===== src/rtl/icache_fifo.sv =====
// Set-associative read-only instruction cache with per-set FIFO replacement and word-by-word refill.
// Optional hit/miss counters are built when ICACHE_PERF_CNT_EN is defined.
module icache_fifo #(
  parameter int ADDR_WIDTH        = 32,
  parameter int DATA_WIDTH        = 32,
  parameter int WORD_SIZE         = 4,
  parameter int BLOCK_SIZE        = 1,
  parameter int DEG_ASSOCIATIVITY = 1,
  parameter int CAPACITY          = 256
) (
  input  logic                  clk,
  input  logic                  rst,
  input  logic [ADDR_WIDTH-1:0] instr_addr,
  output logic [DATA_WIDTH-1:0] instr,
  output logic                  hit,
  output logic                  miss,
  output logic [ADDR_WIDTH-1:0] mem_addr,
  output logic                  mem_req,
  input  logic [DATA_WIDTH-1:0] mem_instr,
  input  logic                  mem_instr_valid,
  output logic                  dbg_state_o
`ifdef ICACHE_PERF_CNT_EN
  ,
  output logic [31:0]           hit_count,
  output logic [31:0]           miss_count
`endif
);
  localparam int WOFF_W   = $clog2(WORD_SIZE);
  localparam int OFFSET_W = $clog2(WORD_SIZE * BLOCK_SIZE);
  localparam int SETS     = CAPACITY / (WORD_SIZE * BLOCK_SIZE * DEG_ASSOCIATIVITY);
  localparam int INDEX_W  = $clog2(SETS);
  localparam int TAG_W    = ADDR_WIDTH - INDEX_W - OFFSET_W;
  localparam int BEAT_W   = (BLOCK_SIZE > 1) ? $clog2(BLOCK_SIZE) : 1;
  localparam int WAY_W    = (DEG_ASSOCIATIVITY > 1) ? $clog2(DEG_ASSOCIATIVITY) : 1;

  typedef enum logic {S_IDLE = 1'b0, S_REFILL = 1'b1} state_e;
  state_e state_q, state_d;

  logic                  valid_q [SETS][DEG_ASSOCIATIVITY];
  logic [TAG_W-1:0]      tag_q   [SETS][DEG_ASSOCIATIVITY];
  logic [DATA_WIDTH-1:0] data_q  [SETS][DEG_ASSOCIATIVITY][BLOCK_SIZE];
  logic [WAY_W-1:0]      fifo_q  [SETS];

  logic [ADDR_WIDTH-1:0] addr_q;
  logic [BEAT_W-1:0]     beat_q;
  logic                  hit_q, miss_q;
  logic [DATA_WIDTH-1:0] instr_q;

  function automatic logic [BEAT_W-1:0] word_of(input logic [ADDR_WIDTH-1:0] a);
    if (BLOCK_SIZE > 1) return a[WOFF_W +: BEAT_W];
    else return '0;
  endfunction

  function automatic logic [ADDR_WIDTH-1:0] block_base(input logic [ADDR_WIDTH-1:0] a);
    return {a[ADDR_WIDTH-1:OFFSET_W], {OFFSET_W{1'b0}}};
  endfunction

  logic [INDEX_W-1:0]    lk_idx, r_idx;
  logic [TAG_W-1:0]      lk_tag, r_tag;
  logic [BEAT_W-1:0]     lk_word, r_word;
  logic [WAY_W-1:0]      victim;
  logic                  lookup_hit, last_beat, hit_d, miss_d;
  logic [DATA_WIDTH-1:0] lookup_word, refill_word;

  assign lk_idx  = instr_addr[OFFSET_W +: INDEX_W];
  assign lk_tag  = instr_addr[ADDR_WIDTH-1 -: TAG_W];
  assign lk_word = word_of(instr_addr);
  assign r_idx   = addr_q[OFFSET_W +: INDEX_W];
  assign r_tag   = addr_q[ADDR_WIDTH-1 -: TAG_W];
  assign r_word  = word_of(addr_q);
  assign victim  = fifo_q[r_idx];

  logic unused_addr_bits;
  assign unused_addr_bits = ^{instr_addr[WOFF_W-1:0], addr_q[WOFF_W-1:0]};

  always_comb begin
    lookup_hit  = 1'b0;
    lookup_word = '0;
    for (int w = 0; w < DEG_ASSOCIATIVITY; w++) begin
      if (valid_q[lk_idx][w] && (tag_q[lk_idx][w] == lk_tag)) begin
        lookup_hit  = 1'b1;
        lookup_word = data_q[lk_idx][w][lk_word];
      end
    end
  end

  assign last_beat   = (beat_q == BEAT_W'(BLOCK_SIZE - 1));
  // Earlier beats of the line are already in the array; the final beat is only on mem_instr.
  assign refill_word = (r_word == beat_q) ? mem_instr : data_q[r_idx][victim][r_word];
  assign hit_d       = (state_q == S_IDLE) && lookup_hit;
  assign miss_d      = (state_q == S_REFILL) && mem_instr_valid && last_beat;

  always_ff @(posedge clk or negedge rst) begin
    if (!rst) state_q <= S_IDLE;
    else      state_q <= state_d;
  end

  always_comb begin
    state_d = state_q;
    case (state_q)
      S_IDLE:   if (!lookup_hit) state_d = S_REFILL;
      S_REFILL: if (mem_instr_valid && last_beat) state_d = S_IDLE;
      default:  state_d = S_IDLE;
    endcase
  end

  // Refill handshake: mem_req/mem_addr hold steady until memory pulses mem_instr_valid for
  // one cycle per beat; each pulse consumes the beat at mem_addr. Reset forces mem_req low.
  always_comb begin
    mem_req  = 1'b0;
    mem_addr = '0;
    if (rst) begin
      case (state_q)
        S_IDLE: if (!lookup_hit) begin
          mem_req  = 1'b1;
          mem_addr = block_base(instr_addr);
        end
        S_REFILL: begin
          mem_req  = 1'b1;
          mem_addr = block_base(addr_q) + (ADDR_WIDTH'(beat_q) << WOFF_W);
        end
        default: ;
      endcase
    end
  end

  always_ff @(posedge clk or negedge rst) begin
    if (!rst) begin
      hit_q   <= 1'b0;
      miss_q  <= 1'b0;
      instr_q <= '0;
      addr_q  <= '0;
      beat_q  <= '0;
      for (int s = 0; s < SETS; s++) begin
        fifo_q[s] <= '0;
        for (int w = 0; w < DEG_ASSOCIATIVITY; w++) valid_q[s][w] <= 1'b0;
      end
    end else begin
      hit_q  <= hit_d;
      miss_q <= miss_d;
      if (state_q == S_IDLE) begin
        if (lookup_hit) begin
          instr_q <= lookup_word;
        end else begin
          addr_q <= instr_addr;
          beat_q <= '0;
        end
      end else if (mem_instr_valid) begin
        beat_q <= beat_q + 1'b1;
        if (last_beat) begin
          valid_q[r_idx][victim] <= 1'b1;
          fifo_q[r_idx]          <= (DEG_ASSOCIATIVITY > 1) ? victim + 1'b1 : '0;
          instr_q                <= refill_word;
          beat_q                 <= '0;
        end
      end
    end
  end

  always_ff @(posedge clk) begin
    if ((state_q == S_REFILL) && mem_instr_valid) begin
      data_q[r_idx][victim][beat_q] <= mem_instr;
      if (last_beat) tag_q[r_idx][victim] <= r_tag;
    end
  end

`ifdef ICACHE_PERF_CNT_EN
  logic [31:0] hit_cnt_q, miss_cnt_q;
  always_ff @(posedge clk or negedge rst) begin
    if (!rst) begin
      hit_cnt_q  <= '0;
      miss_cnt_q <= '0;
    end else begin
      if (hit_d)  hit_cnt_q  <= hit_cnt_q + 32'd1;
      if (miss_d) miss_cnt_q <= miss_cnt_q + 32'd1;
    end
  end
  assign hit_count  = hit_cnt_q;
  assign miss_count = miss_cnt_q;
`endif

  assign instr       = instr_q;
  assign hit         = hit_q;
  assign miss        = miss_q;
  assign dbg_state_o = state_q;
endmodule


===== config.mk =====
export PLATFORM = sky130hd
export DESIGN_NAME = icache_fifo
export DESIGN_NICKNAME = d
export VERILOG_FILES = /design/src/rtl/icache_fifo.sv
export SDC_FILE = /design/constraint.sdc
export NUM_CORES = 2
export LEC_CHECK = 0
export ABC_CLOCK_PERIOD_IN_PS = 6400
export BUFFER_PORTS_ARGS = -buffer_cell sky130_fd_sc_hd__buf_4
export CORE_ASPECT_RATIO = 0.9
export CORE_MARGIN = 10
export CORE_UTILIZATION = 40
export CTS_BUF_LIST = sky130_fd_sc_hd__clkbuf_16
export DETAILED_ROUTE_END_ITERATION = 16
export PLACE_DENSITY = 0.64
export SYNTH_ARGS = -nofsm -noshare
export SYNTH_HDL_FRONTEND = slang
export SYNTH_SLANG_ARGS = --single-unit

===== constraint.sdc =====
create_clock -name clk -period 6.4 [get_ports clk]
set_input_delay 0 -clock clk [delete_from_list [all_inputs] [get_ports clk]]
set_output_delay 0 -clock clk [all_outputs]
set_load 0.02 [all_outputs]

After elaboration in Yosys (flattened, before gate mapping)

Memory sizes are Yosys's and may differ from the RTL's.
Index checks and enable logic that the tools add are counted.

Flip-flop bits (word level): 196
Output and inout port bits: 68
Memories: 2
RAM bits: 3584

Memory list:

| name   | depth | bits a word | rd ports | clocked after memory_dff | wr ports | line | text |
|---|---|---|---|---|---|---|---|
| data_q | 64    | 32          | 1        | 0                        | 1        | 41   | `logic [DATA_WIDTH-1:0] data_q [SETS][DEG_ASSOCIATIVITY][BLOCK_SIZE];` |
| tag_q  | 64    | 24          | 1        | 0                        | 1        | 40   | `logic [TAG_W-1:0] tag_q [SETS][DEG_ASSOCIATIVITY];` |

Equal/unequal tests: 4
Add/subtract/negate cells: 2
Magnitude comparators: 7
Multiplexer cells: 36
Reductions and logical operators: 13
Bitwise logic cells: 8

Operators with widths:

| kind                                                      | number |
|---|---|
| 2-to-1 mux 32 bit                                         | 7 |
| bitwise AND 64 bit                                        | 1 |
| NOT 64 bit                                                | 1 |
| bitwise OR 64 bit                                         | 1 |
| one-hot mux 32 bit (2 select lines)                       | 1 |
| adder 32 x 3 -> 32 bit                                    | 1 |
| equality test 24 bit                                      | 1 |
| 2-to-1 mux 1 bit                                          | 22 |
| greater-or-equal comparator 7 bit (second input constant) | 2 |
| NOT 6 -> 7 bit                                            | 2 |
| binary-select mux 1 bit (select 6 bit)                    | 2 |
| demux 1 bit (select 6 bit)                                | 2 |
| logical AND 1 bit                                         | 8 |
| < comparator 7 x 1 -> 1 bit (second input constant)       | 1 |
| inequality test 2 bit (second input constant)             | 3 |
| AND reduction 3 bit                                       | 2 |
| one-hot mux 1 bit (2 select lines)                        | 2 |
| AND reduction 2 bit                                       | 2 |
| NOT 1 bit                                                 | 3 |
| greater-or-equal comparator 1 bit (second input constant) | 2 |
| < comparator 1 bit (second input constant)                | 2 |
| nonzero test 2 bit                                        | 1 |
| adder 1 bit (second input constant)                       | 1 |

Logic depth before layout (Yosys ltp)

Depth after elaboration: 10
Mapped depth: 19

Least setup slack after synthesis

Ideal clock, no wire load.

Kind: flip-flop to flip-flop
Start: register addr_q[2]
End: memory data_q[42][0] (netlist bit) (enable)
Path slack: 0.765 ns
Period minus slack after synthesis: 5.635 ns
Data arrival time: 5.164 ns
Buffers on the path: 3
Required time: 5.930 ns
Cell stages (with the launch flop): 10
Library setup time: 0.470 ns
Path through: dfrtp_1 > buf_1 > mux4_2 > mux2i_1 > o221ai_1 > a2111o_1 > or4_1 > clkbuf_1 > clkbuf_1 > nor2_1

Word-level cells in the longest chain between the ends: 8
Elaborated cells between the ends (all ways): 9
Those cells by class: order compare: 2; mux: 5; bitwise: 1; reduce/logical: 1

RTL lines:

| element                                                                                              | line | text |
|---|---|---|
| start: declaration                                                                                   | 44   | `logic [ADDR_WIDTH-1:0] addr_q;` |
| start signal: assignment                                                                             | 145  | `addr_q <= instr_addr;` |
| NOT 6 -> 7 bit (not written as such)                                                                 | 71   | `assign victim = fifo_q[r_idx];` |
| binary-select mux 1 bit (select 6 bit)                                                               | 71   |  |
| 2-to-1 mux 1 bit (not written as such) (2 in a row)                                                  | 71   |  |
| greater-or-equal comparator 1 bit (not written as such) / < comparator 1 bit (equally long branches) | 162  | `data_q[r_idx][victim][beat_q] <= mem_instr;` |
| logical AND 1 bit (not written as such)                                                              | 162  |  |
| 2-to-1 mux 1 bit (not written as such) (2 in a row)                                                  | 162  |  |
| end: declaration                                                                                     | 41   |  |

Parallel ways exist; a longest one is shown, timed or not. The select of a mux whose other input is x is not followed.

Worst setup path after layout

Start: input instr_addr[6]
End: output mem_addr[16]

Word-level cells in the longest chain between the ends: 9
Elaborated cells between the ends (all ways): 11
Those cells by class: eq/ne: 1; mux: 7; bitwise: 1; reduce/logical: 1; memory: 1

RTL lines:

| element                                                      | line | text |
|---|---|---|
| start: declaration                                           | 13   | `input logic [ADDR_WIDTH-1:0] instr_addr,` |
| branches (longest 4 deep; another with memory (64 x 24 bit)) | --   |  |
| logical AND 1 bit (*)                                        | 80   | `if (valid_q[lk_idx][w] && (tag_q[lk_idx][w] == lk_tag)) begin` |
| 2-to-1 mux 1 bit (*)                                         | 80   |  |
| 2-to-1 mux 32 bit (*)                                        | 114  | `S_IDLE: if (!lookup_hit) begin` |
| one-hot mux 32 bit (2 select lines) (*)                      | 113  | `case (state_q)` |
| 2-to-1 mux 32 bit (*)                                        | 112  | `if (rst) begin` |
| end: declaration                                             | 17   | `output logic [ADDR_WIDTH-1:0] mem_addr,` |

Every way passes the cells marked *. The select of a mux whose other input is x is not followed.

==> metrics <==
cts-stage hold buffer count=62; share of post-route cells with drive strength above 1=26.8%; areal power density over the cells=about 310 nW/um2; Final Wtd Congestion=0.779; CP arrival=6.09 ns; commonest cells after routing, fill and taps aside=3584 x sky130_fd_sc_hd__edfxtp_1, 912 x sky130_fd_sc_hd__mux4_2, 390 x sky130_fd_sc_hd__mux2i_1; Required @ worst endpoint=between 6 and 7 ns; Warnings, synthesis=0; H-tree levels=5; nature of the critical path endpoint=output port; count of cell types in the netlist=slightly above 70; reported net switching power=around 11 mW; net total in the final layout=~7100; Int Pwr=around 41 mW; initial antenna violation count=20; count of input and output buffers=130; clock network fraction of design power=approximately 40%; global-route congestion overflow total=0; Post-CTS Setup Bufs=0; clock input transition at the sequential cells of the worst setup and hold paths=~0.070 ns; wire length of the first global-routing pass=about 570000 um; count of clock tree sinks=about 3800; switching portion of total power=between 20% and 30%; EDFF count, synth=around 3600; insertion delay to the later sink of the worst-skew pair=about 0.92 ns; pin count of the biggest net entering global routing=134; min Tclk post-route=slightly above 6 ns; Post-Synthesis Cells=6603; critical-path cell list=dlygate4sd3_1 > buf_4 > inv_8 > nor3_1 > buf_4 > o21ai_0 > o32ai_1 > nor4_1 > xnor2_1 > and4_1 > nand4_4 > buf_4 > o21ai_0 > a21boi_1 > buf_4; type of the tightest min-delay check=input pin to flip-flop; clock tree buffer depth=4; maximum ir drop on the vdd rail=between 0.0002 and 0.0003 V; average footprint of a synthesized cell=~22 um2; estimated wirelength of the detail-placed design=around 210000 um; floorplan die height=593 um; via/cell ratio=6.03; vias in the first global route=just over 70000; final antenna-violating net count=0; Least-Margin Pin Slew=about 1.3 ns; maximum frequency from static timing analysis=164 MHz; sequential element share of the synthesized area=~77%; final cycle utilization of the critical path=a little over nine tenths; horizontal die dimension=between 600 and 700 um; Leakage=between 50 and 60 nW; Setup TNS=0 ns; FF+latch count, synth=3777; Slowest Stage Delay on Critical Path=between 0.8 and 0.9 ns; DRC violation total after the first TritonRoute iteration=just over 10000; CP Launch Type=input pin; worst setup path category=input pin to output port; most frequent CP cell=sky130_fd_sc_hd__buf_4; Total GRT Usage=a little over 20%; TritonCTS clock tree=built; number of iterations in the first detailed-routing pass=6; post-cts gate resize count=0; most instantiated flip-flop cell in the synthesis netlist=sky130_fd_sc_hd__edfxtp_1; Die ar.=just under 400000 um2; number of max-cap violations=0; count of standard-cell rows=210; largest fanout of any net on the critical path=40; Clk Tree Root Cell=sky130_fd_sc_hd__clkbuf_16; setup repair after global routing missed its margin=false; Syn Std Cell Area=about 150000 um2; Final Routed Wirelength=roughly 410000 um; count of vias placed by the detailed router=~74000; Routed WL per cell=33.9 um; most frequent standard cell in the layout excluding fill and tap cells=sky130_fd_sc_hd__edfxtp_1; number of buffers added by the clock tree synthesis step=357; Top-Level Pins=approximately 140; relative contribution of combinational cells to total power=6.2%; post-synthesis async set-or-reset flop share=around 5%; slowest library cell on the worst path=sky130_fd_sc_hd__o32ai_1; count of unresolved DRC violations after routing=0; Min Hold Slack=~0.085 ns; number of endpoints failing setup at the final stage=0; fin. max-slew vios=0; initial core utilization=about 40%; area growth from synthesis to final layout=14.2%; result of the run=finished, final reports clean; setup clock skew after layout=0.0424 ns; worst slew slack as a fraction of its limit=approximately 15%; core area=~360000 um2; sequential share of power=a little over half; final hold violation count=0
[worst paths after layout]
| path | startpoint | end | slack, ns | cells past startpoint |
|---|---|---|---|---|
| worst max-delay path | instr_addr[6] | mem_addr[16] | 0.31 | 15 |
| worst min-delay path | instr_addr[28] | addr_q[28] | 0.09 | 4 |
| worst max register to register | addr_q[2] | data_q[11][6] | 1.28 | 8 |
| worst min register to register | valid_q[40] | valid_q[40] | 0.47 | 1 |
| max in group asynchronous | rst | dbg_state_o | 4.08 | 5 |
| min in group asynchronous | rst | fifo_q[61] | 0.34 | 4 |
[power by group through the flow]
stage | combinational (mW) | clock, mW | sequential [mW]
2_1_floorplan | 1.73 | 0 | 28.5
3_5_place_dp | 3.20 | 0 | 28.4
4_1_cts | 3.25 | 21.1 | 27.9
5_1_grt | 3.41 | 22.1 | 27.9
6_report | 3.23 | 20.9 | 27.9
3_3_place_gp | 3.13 | 0 | 28.4
[Yosys cell counts, drive strengths merged (2+ instances only)]
cell | n | share of area (%)
a41oi | 2 | 0.012
o2111ai | 6 | 0.036
buf | 198 | 0.88
mux2 | 16 | 0.12
a31oi | 9 | 0.039
a21oi | 23 | 0.079
nand4 | 21 | 0.094
or2 | 51 | 0.22
nor3 | 18 | 0.062
or3 | 10 | 0.043
o31ai | 4 | 0.024
and3 | 6 | 0.026
nand2b | 15 | 0.064
mux4 | 912 | 14
a22oi | 159 | 0.82
edfxtp | 3584 | 74
and3b | 2 | 0.012
a311oi | 4 | 0.024
a211oi | 8 | 0.041
dfrtp | 193 | 3.3
nor4 | 10 | 0.047
o22ai | 27 | 0.12
and2 | 11 | 0.047
o21ai | 57 | 0.20
a21boi | 71 | 0.37
a22o | 32 | 0.19
clkbuf | 185 | 0.48
nand3 | 81 | 0.28
inv | 33 | 0.085
a2111oi | 2 | 0.012
nor2b | 42 | 0.18
xnor2 | 17 | 0.10
o21a | 25 | 0.13
o221a | 4 | 0.031
o21bai | 17 | 0.087
nor2 | 111 | 0.29
o31a | 3 | 0.018
nand2 | 156 | 0.40
mux2i | 390 | 2.7
or4 | 6 | 0.031
a311o | 2 | 0.014
a221oi | 16 | 0.096
xor2 | 11 | 0.066
o221ai | 29 | 0.17
o211ai | 8 | 0.041
[worst max-delay path, delay by kind of cell]
family	cells	cell delay, ns
AND/OR/NAND/NOR	4	1.12
buffers and inverters	6	2.71
AO/OA/AOI/OAI	4	1.94
XOR/XNOR	1	0.18
[routing by layer]
metal  wire, um  GRT usage (%)  up-vias
li1           -              -    28647
met1     163000           28.9    40017
met2     196000           32.9     4128
met3      39500           3.79      741
met4      15000           6.83       10
met5         67              0        -
[stage by stage]
step                      area, um2  cells  power [mW]  util (%)  setup slack [ns]
after global routing         167000  12198        53.4      45.8             0.399
after detailed placement     155000  11489        31.6      42.5              1.04
final                        167000  12202        52.0      45.8             0.310
after CTS                    167000  12195        52.2      45.8             0.495
after global placement       155000  11489        31.5      42.5             0.965
after floorplan              146000   6604        30.2         -             0.765
[cell families (layout without fill, tap and decap cells)]
logic type | after synthesis | in the layout | share of synthesized area (%)
muxes | 1318 | 1318 | 16.9
and+or+nand+nor | 544 | 544 | 1.81
buffers and inverters | 417 | 1132 | 1.44
other | 1 | 9 | 0.00257
DFF | 3777 | 3777 | 77.1
AOI/OAI and AO/OA | 518 | 518 | 2.61
xor gates and xnor gates | 28 | 28 | 0.168
[flip-flops by register name (all words and copies together) (netlist names)]
register and count:
tag_q 1536, valid_q 64, instr 32, dbg_state_o 1
addr_q 30, fifo_q 64, data_q 2048, hit 1
miss 1
[cell type report]
| type | count | area [um2] |
|---|---|---|
| sequential | 3777 | 112000 |
| timing repair buffer | 454 | 4580 |
| clock buffer | 365 | 9130 |
| fill | 29669 | 197000 |
| inverter | 34 | 140 |
| multi-input combinational | 2410 | 31900 |
| tap | 4876 | 6100 |
| antenna | 7 | 17.5 |
| clock inverter | 279 | 2250 |
(Power assumes the default switching activity.)
